`src/rtl/reg_writeback_ctrl_pkg.sv`:
```
`default_nettype none
// ============================================================================
// Module   : reg_wb_pkg
// Purpose  : Shared types for the register-file writeback controller:
//            the writeback request record, the write-port grant encoding
//            and the default data/index widths.
// Ports    : none (package)
// Revision : 1.0 - initial release
// ============================================================================
package reg_wb_pkg;

  localparam int c_reg_data_width_pow = 6;
  localparam int c_reg_data_width     = 1 << c_reg_data_width_pow;
  localparam int c_reg_mem_depth_pow  = 5;

  // One pending register-file write: destination index plus result data.
  typedef struct packed {
    logic [c_reg_mem_depth_pow-1:0] rd;
    logic [c_reg_data_width-1:0]    data;
  } wb_req_t;

  // Owner of the single register-file write port in a given cycle.
  typedef enum logic [1:0] {
    GNT_NONE = 2'd0,
    GNT_ALU  = 2'd1,
    GNT_LD   = 2'd2
  } grant_t;

  // x0 is hard-wired to zero, so a write aimed at it is never a real write.
  function automatic logic is_live_rd(input logic [c_reg_mem_depth_pow-1:0] rd);
    return rd != '0;
  endfunction

endpackage
`default_nettype wire

```
`src/rtl/reg_writeback_ctrl_fifo.sv`:
```
`default_nettype none
// ============================================================================
// Module   : wb_fifo
// Purpose  : Synchronous FIFO of writeback requests for the load path.
//            Every slot's destination index and valid bit are exported so
//            the controller can report read-after-write hazards on data
//            that is still buffered.
// Ports    : clk_in, reset        - clock / synchronous active-high reset
//            push_in, push_req_in - enqueue strobe and request
//            pop_in               - dequeue strobe (head is consumed)
//            head_req_out         - request at the head of the queue
//            full_out, empty_out  - occupancy flags
//            count_out            - occupancy, 0..depth
//            entry_rd_out         - destination index held in each slot
//            entry_valid_out      - slot holds a live request
// Revision : 1.0 - initial release
// ============================================================================
module wb_fifo
  import reg_wb_pkg::*;
#(
  parameter int DEPTH_POW = 1  // depth = 1 << DEPTH_POW, DEPTH_POW >= 1
) (
  input  logic                                               clk_in,
  input  logic                                               reset,
  input  logic                                               push_in,
  input  wb_req_t                                            push_req_in,
  input  logic                                               pop_in,
  output wb_req_t                                            head_req_out,
  output logic                                               full_out,
  output logic                                               empty_out,
  output logic [DEPTH_POW:0]                                 count_out,
  output logic [(1<<DEPTH_POW)-1:0][c_reg_mem_depth_pow-1:0] entry_rd_out,
  output logic [(1<<DEPTH_POW)-1:0]                          entry_valid_out
);

  localparam int                   c_depth_n = 1 << DEPTH_POW;
  localparam logic [DEPTH_POW:0]   c_full    = (DEPTH_POW+1)'(c_depth_n);
  localparam logic [DEPTH_POW:0]   c_cnt_one = (DEPTH_POW+1)'(1);
  localparam logic [DEPTH_POW-1:0] c_ptr_one = DEPTH_POW'(1);

  wb_req_t                r_mem [0:c_depth_n-1];
  logic [c_depth_n-1:0]   r_valid;
  logic [DEPTH_POW-1:0]   r_wr_ptr;
  logic [DEPTH_POW-1:0]   r_rd_ptr;
  logic [DEPTH_POW:0]     r_count;

  logic w_push;
  logic w_pop;

  // Pointers wrap naturally because the depth is a power of two; the
  // separate count is what tells full from empty when they coincide.
  assign full_out  = (r_count == c_full);
  assign empty_out = (r_count == '0);
  assign w_push    = push_in && !full_out;
  assign w_pop     = pop_in && !empty_out;

  always_ff @(posedge clk_in) begin
    if (reset) begin
      r_wr_ptr <= '0;
      r_rd_ptr <= '0;
      r_count  <= '0;
      r_valid  <= '0;
    end else begin
      // A push and a pop never address the same slot: that would need the
      // FIFO to be both empty (pop blocked) and full (push blocked).
      if (w_push) begin
        r_valid[r_wr_ptr] <= 1'b1;
        r_wr_ptr          <= r_wr_ptr + c_ptr_one;
      end
      if (w_pop) begin
        r_valid[r_rd_ptr] <= 1'b0;
        r_rd_ptr          <= r_rd_ptr + c_ptr_one;
      end
      case ({w_push, w_pop})
        2'b10:   r_count <= r_count + c_cnt_one;
        2'b01:   r_count <= r_count - c_cnt_one;
        default: r_count <= r_count;
      endcase
    end
  end

  // Payload storage needs no reset: slots are only read while valid.
  always_ff @(posedge clk_in) begin
    if (w_push) begin
      r_mem[r_wr_ptr] <= push_req_in;
    end
  end

  assign head_req_out    = r_mem[r_rd_ptr];
  assign count_out       = r_count;
  assign entry_valid_out = r_valid;

  for (genvar g = 0; g < c_depth_n; g++) begin : g_entry_rd
    assign entry_rd_out[g] = r_mem[g].rd;
  end

endmodule
`default_nettype wire

```
`src/rtl/reg_writeback_ctrl.sv`:
```
`default_nettype none
// ============================================================================
// Module   : reg_writeback_ctrl
// Purpose  : Arbitrates the register file's single write port between the
//            single-cycle ALU and the variable-latency load unit. Loads are
//            buffered; the ALU wins by default but a starvation guard forces
//            a load through after STARVE_LIMIT consecutive ALU wins. Pending
//            flags for two decode source indices flag RAW hazards against
//            buffered loads and the write currently being presented.
// Ports    : clk_in, reset                      - clock / sync active-high reset
//            alu_valid_in/ready_out/rd_in/data_in - ALU result handshake
//            ld_valid_in/ready_out/rd_in/data_in  - load result handshake
//            rd_out, data_write_out, write_en_out - register file write port
//            query_rs1_in, query_rs2_in           - decode source indices
//            rs1_pending_out, rs2_pending_out     - uncommitted write to source
//            ld_count_out                         - load FIFO occupancy
// Revision : 1.0 - initial release
// ============================================================================
module reg_writeback_ctrl
  import reg_wb_pkg::*;
#(
  parameter int REG_DATA_WIDTH_POW = c_reg_data_width_pow,
  parameter int REG_MEM_DEPTH_POW  = c_reg_mem_depth_pow,
  parameter int LD_FIFO_DEPTH_POW  = 1,
  parameter int STARVE_LIMIT       = 4
) (
  input  logic                                clk_in,
  input  logic                                reset,
  input  logic                                alu_valid_in,
  output logic                                alu_ready_out,
  input  logic [REG_MEM_DEPTH_POW-1:0]        alu_rd_in,
  input  logic [(1<<REG_DATA_WIDTH_POW)-1:0]  alu_data_in,
  input  logic                                ld_valid_in,
  output logic                                ld_ready_out,
  input  logic [REG_MEM_DEPTH_POW-1:0]        ld_rd_in,
  input  logic [(1<<REG_DATA_WIDTH_POW)-1:0]  ld_data_in,
  output logic [REG_MEM_DEPTH_POW-1:0]        rd_out,
  output logic [(1<<REG_DATA_WIDTH_POW)-1:0]  data_write_out,
  output logic                                write_en_out,
  input  logic [REG_MEM_DEPTH_POW-1:0]        query_rs1_in,
  input  logic [REG_MEM_DEPTH_POW-1:0]        query_rs2_in,
  output logic                                rs1_pending_out,
  output logic                                rs2_pending_out,
  output logic [LD_FIFO_DEPTH_POW:0]          ld_count_out
);

  localparam int                    c_depth     = 1 << LD_FIFO_DEPTH_POW;
  localparam int                    c_starve_w  = $clog2(STARVE_LIMIT + 1);
  localparam logic [c_starve_w-1:0] c_starve_max = c_starve_w'(STARVE_LIMIT);
  localparam logic [c_starve_w-1:0] c_starve_one = c_starve_w'(1);

  wb_req_t                                    w_alu_req;
  wb_req_t                                    w_ld_req;
  wb_req_t                                    w_head_req;
  wb_req_t                                    w_grant_req;
  grant_t                                     w_grant;
  logic                                       w_fifo_full;
  logic                                       w_fifo_empty;
  logic                                       w_forced_ld;
  logic                                       w_ld_push;
  logic                                       w_ld_pop;
  logic [LD_FIFO_DEPTH_POW:0]                 w_ld_count;
  logic [c_depth-1:0][REG_MEM_DEPTH_POW-1:0]  w_entry_rd;
  logic [c_depth-1:0]                         w_entry_valid;

  logic [c_starve_w-1:0]                      r_starve_cnt;
  logic                                       r_we;
  logic [REG_MEM_DEPTH_POW-1:0]               r_rd;
  logic [(1<<REG_DATA_WIDTH_POW)-1:0]         r_data;

  assign w_alu_req.rd   = alu_rd_in;
  assign w_alu_req.data = alu_data_in;
  assign w_ld_req.rd    = ld_rd_in;
  assign w_ld_req.data  = ld_data_in;

  // ---------------------------------------------------------------------------
  // Load buffer. Ready comes from registered occupancy only, so a load that
  // arrives while the FIFO is full waits even if the head drains this cycle.
  // ---------------------------------------------------------------------------
  assign ld_ready_out = !reset && !w_fifo_full;
  assign w_ld_push    = ld_valid_in && ld_ready_out;
  assign w_ld_pop     = (w_grant == GNT_LD);

  wb_fifo #(
    .DEPTH_POW (LD_FIFO_DEPTH_POW)
  ) u_ld_fifo (
    .clk_in          (clk_in),
    .reset           (reset),
    .push_in         (w_ld_push),
    .push_req_in     (w_ld_req),
    .pop_in          (w_ld_pop),
    .head_req_out    (w_head_req),
    .full_out        (w_fifo_full),
    .empty_out       (w_fifo_empty),
    .count_out       (w_ld_count),
    .entry_rd_out    (w_entry_rd),
    .entry_valid_out (w_entry_valid)
  );

  assign ld_count_out = w_ld_count;

  // ---------------------------------------------------------------------------
  // Arbitration: forced load > ALU > buffered load.
  // ---------------------------------------------------------------------------
  assign w_forced_ld   = (r_starve_cnt == c_starve_max) && !w_fifo_empty;
  assign alu_ready_out = !reset && !w_forced_ld;

  always_comb begin
    w_grant = GNT_NONE;
    if (reset) begin
      w_grant = GNT_NONE;
    end else if (w_forced_ld) begin
      w_grant = GNT_LD;
    end else if (alu_valid_in) begin
      w_grant = GNT_ALU;
    end else if (!w_fifo_empty) begin
      w_grant = GNT_LD;
    end
  end

  always_comb begin
    w_grant_req = w_alu_req;
    if (w_grant == GNT_LD) begin
      w_grant_req = w_head_req;
    end
  end

  // Counts ALU wins only while a load is actually waiting.
  always_ff @(posedge clk_in) begin
    if (reset) begin
      r_starve_cnt <= '0;
    end else if (w_ld_pop || w_fifo_empty) begin
      r_starve_cnt <= '0;
    end else if ((w_grant == GNT_ALU) && (r_starve_cnt != c_starve_max)) begin
      r_starve_cnt <= r_starve_cnt + c_starve_one;
    end
  end

  // ---------------------------------------------------------------------------
  // Output stage. Address/data hold when idle; only the enable drops.
  // ---------------------------------------------------------------------------
  always_ff @(posedge clk_in) begin
    if (reset) begin
      r_we   <= 1'b0;
      r_rd   <= '0;
      r_data <= '0;
    end else if (w_grant != GNT_NONE) begin
      r_we   <= is_live_rd(w_grant_req.rd);
      r_rd   <= w_grant_req.rd;
      r_data <= w_grant_req.data;
    end else begin
      r_we   <= 1'b0;
    end
  end

  assign write_en_out   = r_we;
  assign rd_out         = r_rd;
  assign data_write_out = r_data;

  // ---------------------------------------------------------------------------
  // Hazard lookup: buffered loads plus the write on the port right now. An
  // ALU request still on its inputs is deliberately not reported; decode
  // covers that case through its own forwarding.
  // ---------------------------------------------------------------------------
  always_comb begin
    rs1_pending_out = 1'b0;
    rs2_pending_out = 1'b0;
    for (int i = 0; i < c_depth; i++) begin
      if (w_entry_valid[i] && (w_entry_rd[i] == query_rs1_in)) begin
        rs1_pending_out = 1'b1;
      end
      if (w_entry_valid[i] && (w_entry_rd[i] == query_rs2_in)) begin
        rs2_pending_out = 1'b1;
      end
    end
    if (r_we && (r_rd == query_rs1_in)) begin
      rs1_pending_out = 1'b1;
    end
    if (r_we && (r_rd == query_rs2_in)) begin
      rs2_pending_out = 1'b1;
    end
    if (query_rs1_in == '0) begin
      rs1_pending_out = 1'b0;
    end
    if (query_rs2_in == '0) begin
      rs2_pending_out = 1'b0;
    end
  end

endmodule
`default_nettype wire

```
`config.mk`:
```
export PLATFORM = sky130hd
export DESIGN_NAME = reg_writeback_ctrl
export DESIGN_NICKNAME = d
export VERILOG_FILES = /design/src/rtl/reg_writeback_ctrl_pkg.sv /design/src/rtl/reg_writeback_ctrl_fifo.sv /design/src/rtl/reg_writeback_ctrl.sv
export SDC_FILE = /design/constraint.sdc
export NUM_CORES = 1
export LEC_CHECK = 0
export CORE_ASPECT_RATIO = 1.2
export CORE_MARGIN = 10
export CORE_UTILIZATION = 44
export DETAILED_ROUTE_END_ITERATION = 12
export PLACE_DENSITY = 0.76
export SLEW_MARGIN = 15
export SYNTH_ARGS = -nofsm -noshare
export SYNTH_HDL_FRONTEND = slang
export SYNTH_SLANG_ARGS = --single-unit
```
`constraint.sdc`:
```
create_clock -name clk_in -period 9.6 [get_ports clk_in]
set_input_delay 0.96 -clock clk_in [delete_from_list [all_inputs] [get_ports clk_in]]
set_output_delay 0.96 -clock clk_in [all_outputs]
set_load 0.03 [all_outputs]
```
Word level (Yosys, flattened, before mapping)
Memories as Yosys holds them, arrays and structs flattened. A register that Yosys moved wholly into a read port is not among the register bits.
Cells that the tools add are included.
Word-level totals
  bits in registers: 79
  memory bits (writable): 138
  input bits: 152
  output and inout port bits: 76
  word-level logic and storage cells: 88
  memories: 1
Memories
  u_ld_fifo.r_mem: words 2, bits a word 69, rd ports 3, clocked after Yosys merged registers in 1, wr ports 1, line reg_writeback_ctrl_fifo.sv:41  | wb_req_t r_mem [0:c_depth_n-1];
Operators by class
  add/subtract/negate cells: 5
  order comparisons: 4
  equality and inequality tests: 13
  multiplexer cells: 25
  bitwise operators: 4
  reduce and logical (&&, ||, !) cells: 28
Operator list (count)
  69-bit 2-to-1 mux: 1
  5-bit == test: 6
  1-bit logical AND: 15
  1-bit 2-to-1 mux: 14
  2-bit 2-to-1 mux: 7
  5-bit zero test: 2
  2-bit == test, second input constant: 3
  5-bit nonzero test: 1
  2-bit by 1-bit == test with 1-bit output, second input constant: 2
  1-bit zero test: 4
  1-bit by 2-bit < comparator with 1-bit output, second input constant: 2
  2-bit one-hot mux with 2 select lines: 1
  2-bit nonzero test: 2
  2-bit OR reduction: 2
  3-bit by 1-bit adder with 3-bit output, second input constant: 1
  3-bit == test, second input constant: 1
  3-bit != test, second input constant: 1
  1-bit adder, second input constant: 2
  2-bit by 1-bit adder with 2-bit output, second input constant: 1
  2-bit bitwise AND: 1
  1-bit demux with 1-bit select: 2
  1-bit greater-or-equal comparator, second input constant: 2
  2-bit zero test: 1
  2-bit inverter: 1
  4 further kinds: 4

Depth between registers and ports, before layout
Gate-level depths: netlist of run 1.
  word-level depth: 9
  gate-level depth with buffers: 10
  mapped depth without buffers: 8

By module
From an unflattened synthesis of run 1, not the netlist that was laid out.
Unflattened totals
  cells, all modules: 718
  area, all modules: 8908.5 um^2
By module, submodules not included
  wb_fifo: instances 1, cells an instance 258, area each 5341.4 um^2, seq. area each 4284.1 um^2
  reg_writeback_ctrl: instances 1, cells an instance 460, area each 3567.2 um^2, seq. area each 1461.4 um^2

Worst setup path after synthesis of run 1
No wires, ideal clock.
  path kind: in2reg
  from: input port reset
  to: memory u_ld_fifo.r_mem[0][0] in the netlist's numbering, enable pin
  library setup time: 694 ps
  arrival time: 8333 ps
  data required time: 8906 ps
  path slack: 574 ps
  stages: 2
  path buffers: 1
  path through: buf_2 > nor4b_1
On the way
  longest elaborated chain between the ends: 6
Ends and longest elaborated chain
  start: declaration: line reg_writeback_ctrl.sv:28  | input logic reset,
  1-bit zero test: line reg_writeback_ctrl.sv:80  | assign ld_ready_out = !reset && !w_fifo_full;
  1-bit logical AND: line reg_writeback_ctrl.sv:80
  1-bit logical AND: line reg_writeback_ctrl.sv:81  | assign w_ld_push = ld_valid_in && ld_ready_out;
  1-bit logical AND: line reg_writeback_ctrl_fifo.sv:54  | assign w_push = push_in && !full_out;
  1-bit 2-to-1 mux: line reg_writeback_ctrl_fifo.sv:84  | if (w_push) begin
  1-bit 2-to-1 mux (implied by the code): line reg_writeback_ctrl_fifo.sv:85  | r_mem[r_wr_ptr] <= push_req_in;
  end: declaration: line reg_writeback_ctrl_fifo.sv:41
Every way passes these cells.

Worst setup path after layout of run 1
  from: input port query_rs2_in[1]
  to: output port rs2_pending_out
On the way
  longest elaborated chain between the ends: 6
  elaborated cells on any way between the ends: 11
  classes of those cells: eq/ne (3); mux (4); reduce/logical (4)
Ends and longest elaborated chain
  start: declaration: line reg_writeback_ctrl.sv:41  | input logic [REG_MEM_DEPTH_POW-1:0] query_rs2_in,
  5-bit == test: line reg_writeback_ctrl.sv:172  | if (w_entry_valid[i] && (w_entry_rd[i] == query_rs2_in)) begin
  1-bit logical AND: line reg_writeback_ctrl.sv:172
  1-bit 2-to-1 mux (2 in series): line reg_writeback_ctrl.sv:172
  1-bit 2-to-1 mux: line reg_writeback_ctrl.sv:179  | if (r_we && (r_rd == query_rs2_in)) begin
  1-bit 2-to-1 mux *: line reg_writeback_ctrl.sv:185  | if (query_rs2_in == '0) begin
  end: declaration: line reg_writeback_ctrl.sv:43  | output logic rs2_pending_out,
Every way passes the cells marked *; elsewhere a longest branch is shown, timed or not.

==> impl_metrics.py, run 1 <==
metrics = {
    "placed_design": {
        "dp_slack_ns": 5.69,
        "gp_congestion": 0.846,
        "dpl.cell_count": 1085,
        "dp_hpwl_um": 14700,
        "numPortBuffers": 227,
    },
    "sta": {
        "fmaxAchievable_mhz": 252,
        "fin_setup_tns_ns": 0,
        "finalCritPeriodShare": 0.413,
        "worst_slack_ns": 5.63,
        "setup_violations": 0,
        "maxSlewHeadroom": 0.308,
        "slew_viol_final": 0,
        "hold_viol": 0,
        "hold_ws_ns": 0.444,
        "rsz0062_at_grt": "no",
        "worst_pin_slew_ns": 1.04,
        "fin_crit_ns": 3.97,
        "fin_skew_ns": 0.00837,
    },
    "yosys": {
        "syn_inst": 626,
        "synth_edf_count": 138,
        "yosys.area.top_type": "edfxtp_1",
        "async_reset_ff_frac": 0,
        "synth_seq_cells": 218,
        "syn_nets": 781,
        "yosysSeqAreaShare": 0.654,
        "yosys_warnings": 0,
        "ys_types": 37,
        "synth_ff_type": "edfxtp_1",
        "synth.area.top_cells": "edfxtp_1 47%, dfxtp_1 18%, mux2_2 8.8%",
        "yosysTopAreaCellShare": 0.472,
        "syn_area_sq_um": 8780,
        "avgSynthCellArea_sq_um": 14.0,
    },
    "layout": {
        "syn_to_final_growth_pct": 35.8,
        "drive_gt1_frac": 0.133,
        "regArea_sq_um": 5750,
        "mostFrequentLayoutCells": "227 x clkdlybuf4s50_1, 138 x edfxtp_1, 79 x dfxtp_1, 71 x nand2_1",
        "multiInputGateArea_sq_um": 2790,
        "fin_cells": 1129,
        "nNetsFinal": 1004,
        "fill_cells": 1552,
        "final_common_cell": "clkdlybuf4s50_1",
    },
    "die": {
        "chipHeight_um": 175,
        "ioPinCount": 228,
        "start_util": 0.448,
        "die_w_um": 149,
        "rows": 56,
        "dieArea_sq_um": 26000,
        "core_sq_um": 19600,
    },
    "setup_path": {
        "cp_top_family": "buffers and inverters",
        "critical_path_class": "in -> out",
        "cp_cell_sequence": "clkdlybuf4s50_1 -> xor2_1 -> nor4_1 -> a32oi_1 -> a21oi_1 -> clkdlybuf4s50_1",
        "critical_path_required_ns": 8.64,
        "crit_path_end_kind": "output pin",
        "worstSetupStartpointType": "input port",
        "path_buf_inv": 2,
        "cpMaxStageDelayCell": "clkdlybuf4s50_1",
        "cp.arrival_ns": 3.01,
        "path_common_cell": "clkdlybuf4s50_1",
        "r2r-start": "r_starve_cnt[0]",
        "cp_max_fo": 4,
        "cpPeakStageDelay_ns": 0.69,
        "critPathLaunch": "query_rs2_in[1]",
    },
    "hold_path": {
        "min_path_type": "reg -> reg",
        "min_from": "r_starve_cnt[0]",
    },
    "grt": {
        "grt_pass1_wl_um": 33300,
        "track_usage": 0.160,
        "grtUsageMet2": 0.294,
        "first_global_vias": 5907,
        "antenna_found_initial": 4,
        "overflow": 0,
        "met3_usage": 0.0421,
        "grt-busiest-layer": "met2",
        "met1_usage": 0.172,
        "grt_max_degree": 72,
    },
    "clocking": {
        "cts_sinks": 218,
        "clk_latency_ns": 0.50,
        "h-tree-depth": 1,
        "ctsHoldBuffers": 0,
        "cts_root_buf": "clkbuf_16",
        "post_cts_buffers": 0,
        "clock_path_buffers": 3,
        "cts_tree": "yes",
        "clk_pin_slew_worst_paths_ns": 0.06,
        "cts_buffers": 23,
        "cts_resized": 0,
    },
    "pwr": {
        "leakagePower_nw": 3.98,
        "p_per_area_nw_per_um2": 195,
        "ir_drop_v": 0.000122,
    },
    "drt": {
        "wl_per_cell_um": 19.5,
        "drt_wl_total_um": 22000,
        "drt_iter0_drc": 252,
        "dr_total_vias": 5657,
        "dr.pass1.iters": 4,
        "drcViolationCount": 0,
        "antenna_left": 0,
        "viasPerCell": 5.01,
    },
    "run": {
        "max_cap_viol_count": 0,
    },
    "run_status": {
        "outcome": "finished, final reports clean",
    },
}
## cell usage after synthesis (6+ instances only)
master and count:
xor2_1 25, buf_2 6, clkbuf_1 18, xnor2_1 10, mux2_2 69, dfxtp_1 80, edfxtp_1 138, mux2i_1 69
nand2_1 71, o21ai_1 69, nor4_1 8, nor2_1 13
## layer usage
layer  routed length (um)  vias to the layer above
met4                  517                        2
met5                   20                        -
met2                11700                      151
met1                 8420                     2737
met3                 1410                       35
li1                     -                     2732
## registers in the layout, summed over array words and instances, names as in the netlist, named ones only
signal and cells:
u_ld_fifo.count_out 2, u_ld_fifo.r_mem 138, u_ld_fifo.r_wr_ptr 1, u_ld_fifo.r_rd_ptr 1, r_starve_cnt 3, u_ld_fifo.entry_valid_out 2, write_en_out 1, data_write_out 64
rd_out 5
## final cells by class
type,count,share of cell area
multi-input combinational,371,0.234
timing repair buffer,232,0.194
clock buffer,31,0.0552
inverter,3,0.000945
tap,261,0.0274
clock inverter,10,0.00609
sequential,218,0.482
antenna,3,0.000630
## worst paths after layout
path | endpoint | slack, ns | cells after the start
worst max-delay path | rs2_pending_out | 5.63 | 6
worst min-delay path | r_starve_cnt[0] | 0.44 | 1
worst max register to register | data_write_out[46] | 6.92 | 8
worst min register to register | r_starve_cnt[0] | 0.44 | 1
## per-stage QoR
step / cell area (sq um) / power, mW / utilization
after floorplan: 8780 / 1.33 / -
after global placement: 11200 / 1.49 / 0.570
after detailed placement: 11200 / 1.50 / 0.570
after CTS: 11900 / 2.36 / 0.607
after global routing: 11900 / 2.42 / 0.608
final: 11900 / 2.33 / 0.608
## power breakdown
part | internal, mW | switching [mW] | leakage [nW]
Combinational | 0.181 | 0.190 | 1.70
Sequential | 1.06 | 0.0410 | 1.93
Clock | 0.506 | 0.347 | 0.357
## kinds of logic (layout without fill, tap and decap cells)
group	count (synthesis)	in the layout	share of synthesized area
DFF	218	218	0.654
muxes	138	138	0.167
and+or+nand+nor	115	115	0.0607
AOI/OAI and AO/OA	80	80	0.0492
buffers and inverters	37	276	0.0294
xor gates and xnor gates	35	35	0.0349
adders and majority gates	3	3	0.00428
other	0	3	0
## worst reg2reg max path, stage by stage (launching register included)
cell and delay, ns:
dfxtp_1 0.32, inv_1 0.06, ha_1 0.21, a21boi_4 0.09
nor3_4 0.18, buf_4 0.53, buf_4 0.72, mux2i_1 0.35
o21ai_1 0.08
Power figures use the tool's default switching activity.
==> inputs of run 2 (changes only) <==
- clock period: 9.6 -> 3.2 ns (I/O delays scaled with it)
==> run 2 against run 1 <==
Combinational power rose to 3.1 times the previous value. Clock skew grew 0.020 ns. Worst hold slack worse by 0.060 ns. Critical path type is now reg -> out.
==> impl_metrics.py, run 2 (same netlist as run 1, synthesis figures left out) <==
metrics = {
    "drt": {
        "met1Wirelength_um": 8400,
        "drcViolationCount": 0,
        "wl_met3_um": 1540,
        "viasPerCell": 4.99,
        "dr.pass1.iters": 4,
        "wl_per_cell_um": 19.3,
        "drt_iter0_drc": 213,
        "drt_wl_total_um": 21900,
        "top_layer": "met4",
        "wl_met2_um": 11400,
        "dr_total_vias": 5648,
        "antenna_left": 0,
    },
    "sta": {
        "worst_pin_slew_ns": 0.677,
        "fin_crit_ns": 2.76,
        "slew_viol_final": 0,
        "hold_ws_ns": 0.384,
        "worst_slack_ns": 0.442,
        "hold_viol": 0,
        "setup_violations": 0,
        "rsz0062_at_grt": "no",
        "fin_skew_ns": 0.0281,
        "maxSlewHeadroom": 0.549,
        "finalCritPeriodShare": 0.862,
        "fin_setup_tns_ns": 0,
        "fmaxAchievable_mhz": 363,
    },
    "pwr": {
        "pwr-share-comb": 0.161,
        "p_clk_frac": 0.379,
        "p_int_mw": 5.43,
        "swShare": 0.242,
        "seqPwrFrac": 0.460,
        "p_per_area_nw_per_um2": 593,
        "leakagePower_nw": 4.06,
        "p_total_mw": 7.17,
        "ir_drop_v": 0.000410,
        "power.switching_mw": 1.74,
    },
    "die": {
        "dieArea_sq_um": 26000,
        "rows": 56,
        "chipHeight_um": 175,
        "core_sq_um": 19600,
        "ioPinCount": 228,
        "die_w_um": 149,
        "start_util": 0.448,
    },
    "setup_path": {
        "reg2reg_to": "data_write_out[5]",
        "reg2reg_depth": 7,
        "r2r-start": "r_starve_cnt[0]",
        "critical_path_class": "reg -> out",
        "path_buf_inv": 1,
        "r2r_slack_ns": 1.18,
        "critical_path_required_ns": 2.88,
        "cpPeakStageDelay_ns": 0.68,
        "cp_max_fo": 4,
        "cpMaxStageDelayCell": "clkdlybuf4s50_1",
        "cp_cell_sequence": "xor2_1 -> nor4_1 -> nand3_1 -> a21oi_1 -> clkdlybuf4s50_1",
        "cp.depth": 5,
        "crit_path_end_kind": "output pin",
        "worstSetupStartpointType": "flip-flop",
        "critPathLaunch": "u_ld_fifo.r_mem[1][65]",
        "cp.arrival_ns": 2.44,
        "cp_top_family": "buffers and inverters",
    },
    "grt": {
        "grt_pass1_wl_um": 34000,
        "overflow": 0,
        "grt_max_degree": 59,
        "antenna_found_initial": 2,
        "first_global_vias": 6059,
        "track_usage": 0.163,
    },
    "layout": {
        "nNetsFinal": 1009,
        "fill_cells": 1522,
        "syn_to_final_growth_pct": 37.7,
        "top_register": "u_ld_fifo.r_mem",
        "design_area_sq_um": 12100,
        "largest_register_ffs": 138,
        "final_util": 0.616,
        "mostFrequentLayoutCells": "227 x clkdlybuf4s50_1, 138 x edfxtp_1, 77 x dfxtp_1, 71 x nand2_1",
        "final_common_cell": "clkdlybuf4s50_1",
        "drive_gt1_frac": 0.142,
        "fin_cells": 1132,
        "multiInputGateArea_sq_um": 2800,
        "regArea_sq_um": 5760,
    },
    "clocking": {
        "clk_latency_ns": 0.51,
        "cts_root_buf": "clkbuf_16",
        "post_cts_buffers": 0,
        "cts_buffers": 22,
        "h-tree-depth": 1,
        "ctsHoldBuffers": 0,
        "cts_tree": "yes",
        "cts_sinks": 218,
        "clk_pin_slew_worst_paths_ns": 0.06,
        "cts_resized": 0,
        "clock_path_buffers": 3,
    },
    "hold_path": {
        "min_path_cells": 1,
        "min_to": "u_ld_fifo.r_mem[1][25]",
        "min_from": "ld_data_in[25]",
        "min_path_type": "in -> reg",
    },
    "placed_design": {
        "dpl.cell_count": 1091,
        "gp_congestion": 0.890,
        "dp_hpwl_um": 15300,
        "numPortBuffers": 227,
        "dp_slack_ns": 0.606,
        "place_area_sq_um": 11300,
    },
    "run": {
        "max_cap_viol_count": 0,
    },
    "run_status": {
        "outcome": "finished, final reports clean",
    },
}
-- run 2: cell count changes in the layout (fill, tap and decap cells not counted), sizes merged --
cell      before  now
clkbuf        31   26
clkinvlp       1    0
buf            5   11
bufinv         1    5
diode          3    2
-- run 2: worst reg2reg max path, stage by stage, from the launching register on --
cell      delay, ns
dfxtp_1        0.33
inv_1          0.06
ha_1           0.21
a21boi_4       0.10
nor3_4         0.25
buf_4          0.53
mux2i_1        0.29
o21ai_1        0.08
-- run 2: layout make-up --
cell class / count / share of cell area
inverters: 3 / 0.000931
diodes: 2 / 0.000414
well taps: 261 / 0.0270
clock inverters: 13 / 0.0161
flip-flops and latches: 218 / 0.476
clock buffers: 26 / 0.0476
repair buffers: 238 / 0.200
multi-input cells: 371 / 0.232
-- run 2: how the worst max path moves through the flow --
stage | endpoint | slack (ns)
after floorplan | u_ld_fifo.r_mem[0][0] | -0.15
after global placement | rs1_pending_out | 0.63
after detailed placement | rs1_pending_out | 0.61
after CTS | rs2_pending_out | 0.42
after global routing | rs1_pending_out | 0.22
final | rs2_pending_out | 0.44
-- run 2: routing by layer --
metal,global-route usage,up-vias
met4,0.0573,0
li1,-,2743
met1,0.182,2702
met5,0,-
met3,0.0455,35
met2,0.289,168
-- run 2: power groups by stage --
| stage | clock, mW | sequential (mW) | combinational, mW |
|---|---|---|---|
| 2_1_floorplan | 0 | 3.53 | 0.447 |
| 3_3_place_gp | 0 | 3.35 | 1.15 |
| 3_5_place_dp | 0 | 3.36 | 1.17 |
| 4_1_cts | 2.79 | 3.30 | 1.17 |
| 5_1_grt | 2.90 | 3.32 | 1.23 |
| 6_report | 2.72 | 3.30 | 1.16 |
==> inputs of run 3 (changes only) <==
- CORE_UTILIZATION: 44 -> 45
- CTS_BUF_LIST: unset -> sky130_fd_sc_hd__clkbuf_2
- PLACE_DENSITY: 0.76 -> 0.78
==> run 3 against run 2 <==
Clock-buffer cell count up 60. Critical path depth is the same. Wire length rose by 4.0%.
==> impl_metrics.py, run 3 (same netlist as run 1, synthesis figures left out) <==
metrics = {
    "run_status": {
        "outcome": "finished, final reports clean",
    },
    "grt": {
        "grt_pass1_wl_um": 34300,
        "track_usage": 0.169,
        "first_global_vias": 6259,
        "met1_usage": 0.177,
        "met3_usage": 0.0556,
        "grt_max_degree": 71,
        "grt-busiest-layer": "met2",
        "overflow": 0,
        "grtUsageMet2": 0.308,
        "antenna_found_initial": 4,
    },
    "setup_path": {
        "reg2reg_depth": 6,
        "crit_path_end_kind": "output pin",
        "critical_path_class": "reg -> out",
        "critical_path_required_ns": 2.88,
        "cp.arrival_ns": 2.36,
        "cp_max_fo": 4,
        "worstSetupStartpointType": "flip-flop",
    },
    "hold_path": {
        "min_path_cells": 1,
        "min_path_type": "in -> reg",
    },
    "sta": {
        "fin_skew_ns": 0.0608,
        "fin_crit_ns": 2.68,
        "worst_pin_slew_ns": 0.640,
        "finalCritPeriodShare": 0.838,
        "hold_viol": 0,
        "maxSlewHeadroom": 0.573,
        "fmaxAchievable_mhz": 373,
        "rsz0062_at_grt": "no",
        "setup_violations": 0,
        "slew_viol_final": 0,
    },
    "clocking": {
        "clk_latency_ns": 0.79,
        "post_cts_buffers": 0,
        "cts_buffers": 54,
        "cts_root_buf": "clkbuf_2",
        "clock_path_buffers": 3,
        "cts_tree": "yes",
        "cts_sinks": 218,
        "h-tree-depth": 2,
        "clk_pin_slew_worst_paths_ns": 0.11,
    },
    "layout": {
        "syn_to_final_growth_pct": 35.3,
        "drive_gt1_frac": 0.192,
        "fill_cells": 1528,
        "design_area_sq_um": 11900,
        "final_common_cell": "clkdlybuf4s50_1",
        "nNetsFinal": 1047,
        "regArea_sq_um": 5760,
        "largest_register_ffs": 138,
        "top_register": "u_ld_fifo.r_mem",
        "multiInputGateArea_sq_um": 2800,
        "fin_cells": 1197,
        "mostFrequentLayoutCells": "225 x clkdlybuf4s50_1, 138 x edfxtp_1, 86 x clkbuf_2, 77 x dfxtp_1, 71 x nand2_1",
    },
    "die": {
        "start_util": 0.462,
        "dieArea_sq_um": 25500,
        "rows": 55,
        "core_sq_um": 19000,
        "die_w_um": 148,
        "ioPinCount": 228,
        "chipHeight_um": 173,
    },
    "pwr": {
        "leakagePower_nw": 4.13,
        "ir_drop_v": 0.000334,
        "p_per_area_nw_per_um2": 526,
    },
    "drt": {
        "viasPerCell": 4.96,
        "antenna_left": 0,
        "drt_iter0_drc": 243,
        "wl_per_cell_um": 19.0,
        "drcViolationCount": 0,
        "dr_total_vias": 5932,
        "dr.pass1.iters": 4,
        "drt_wl_total_um": 22700,
    },
    "placed_design": {
        "gp_congestion": 0.810,
        "numPortBuffers": 227,
        "dp_hpwl_um": 15400,
        "dpl.cell_count": 1084,
        "place_area_sq_um": 11300,
    },
    "run": {
        "max_cap_viol_count": 0,
    },
}
==> run 3: cell types whose count changed in the layout (fill, tap and decap cells not counted) <==
cell	before	now
inv_2	0	1
clkdlybuf4s50_1	227	225
dlymetal6s2s_1	0	2
clkbuf_16	22	0
buf_4	6	4
clkinv_1	5	11
clkbuf_1	3	0
clkinv_8	1	0
clkbuf_8	1	0
dlygate4sd3_1	0	8
diode_2	2	4
bufinv_16	5	0
clkinvlp_4	0	1
clkbuf_2	0	86
==> run 3: power breakdown <==
part / total (mW) / internal, mW / switching, mW / leakage (nW)
Clock: 1.80 / 0.711 / 1.09 / 0.387
Combinational: 1.16 / 0.567 / 0.594 / 1.81
Sequential: 3.30 / 3.18 / 0.113 / 1.93
Total: 6.25 / 4.46 / 1.79 / 4.13
==> run 3: worst max-delay path, cell delays in order, from the launching register on <==
cell            delay (ns)
edfxtp_1              0.48
xor2_1                0.19
nor4_1                0.32
a32oi_1               0.10
a21oi_1               0.16
dlymetal6s2s_1        0.32
==> run 3: path summary, 6_finish.rpt <==
check | start | endpoint | slack (ns)
max | u_ld_fifo.r_mem[0][67] | rs1_pending_out | 0.52
min | ld_data_in[61] | u_ld_fifo.r_mem[0][61] | 0.1
max reg2reg | u_ld_fifo.count_out[1] | u_ld_fifo.count_out[1] | 1.27
min reg2reg | data_write_out[1] | data_write_out[1] | 0.45
==> run 3: repair_timing <==
action | CTS | global route
gates resized for setup | 0 | 2
hold buffers | 0 | 8
endpoints found under the hold margin | 0 | 12
setup endpoints to repair | 0 | 2
==> run 3: area by class of cell <==
class | instances | share of cell area
timing repair buffer | 244 | 0.209
clock inverter | 15 | 0.00527
clock buffer | 86 | 0.0362
sequential | 218 | 0.485
tap | 256 | 0.0270
inverter | 3 | 0.000948
antenna | 4 | 0.000843
multi-input combinational | 371 | 0.236
==> run 3: layer usage <==
metal,part of all wire,vias up
met5,0,-
met4,0.020,0
met3,0.070,32
met2,0.53,200
met1,0.38,2826
li1,-,2874
==> run 3: metrics by stage <==
stage | utilization | power, mW | setup TNS [ns] | setup WS [ns] | hold slack [ns]
finish | 0.625 | 6.25 | 0 | 0.519 | 0.0965
global route | 0.625 | 6.60 | 0 | 0.295 | -0.00486
CTS | 0.620 | 6.34 | 0 | 0.0640 | 0.00271
detailed placement | 0.595 | 4.52 | 0 | 0.578 | 0.439
global placement | 0.595 | 4.50 | 0 | 0.614 | 0.430
floorplan | - | 3.98 | -10.25 | -0.149 | 0.417
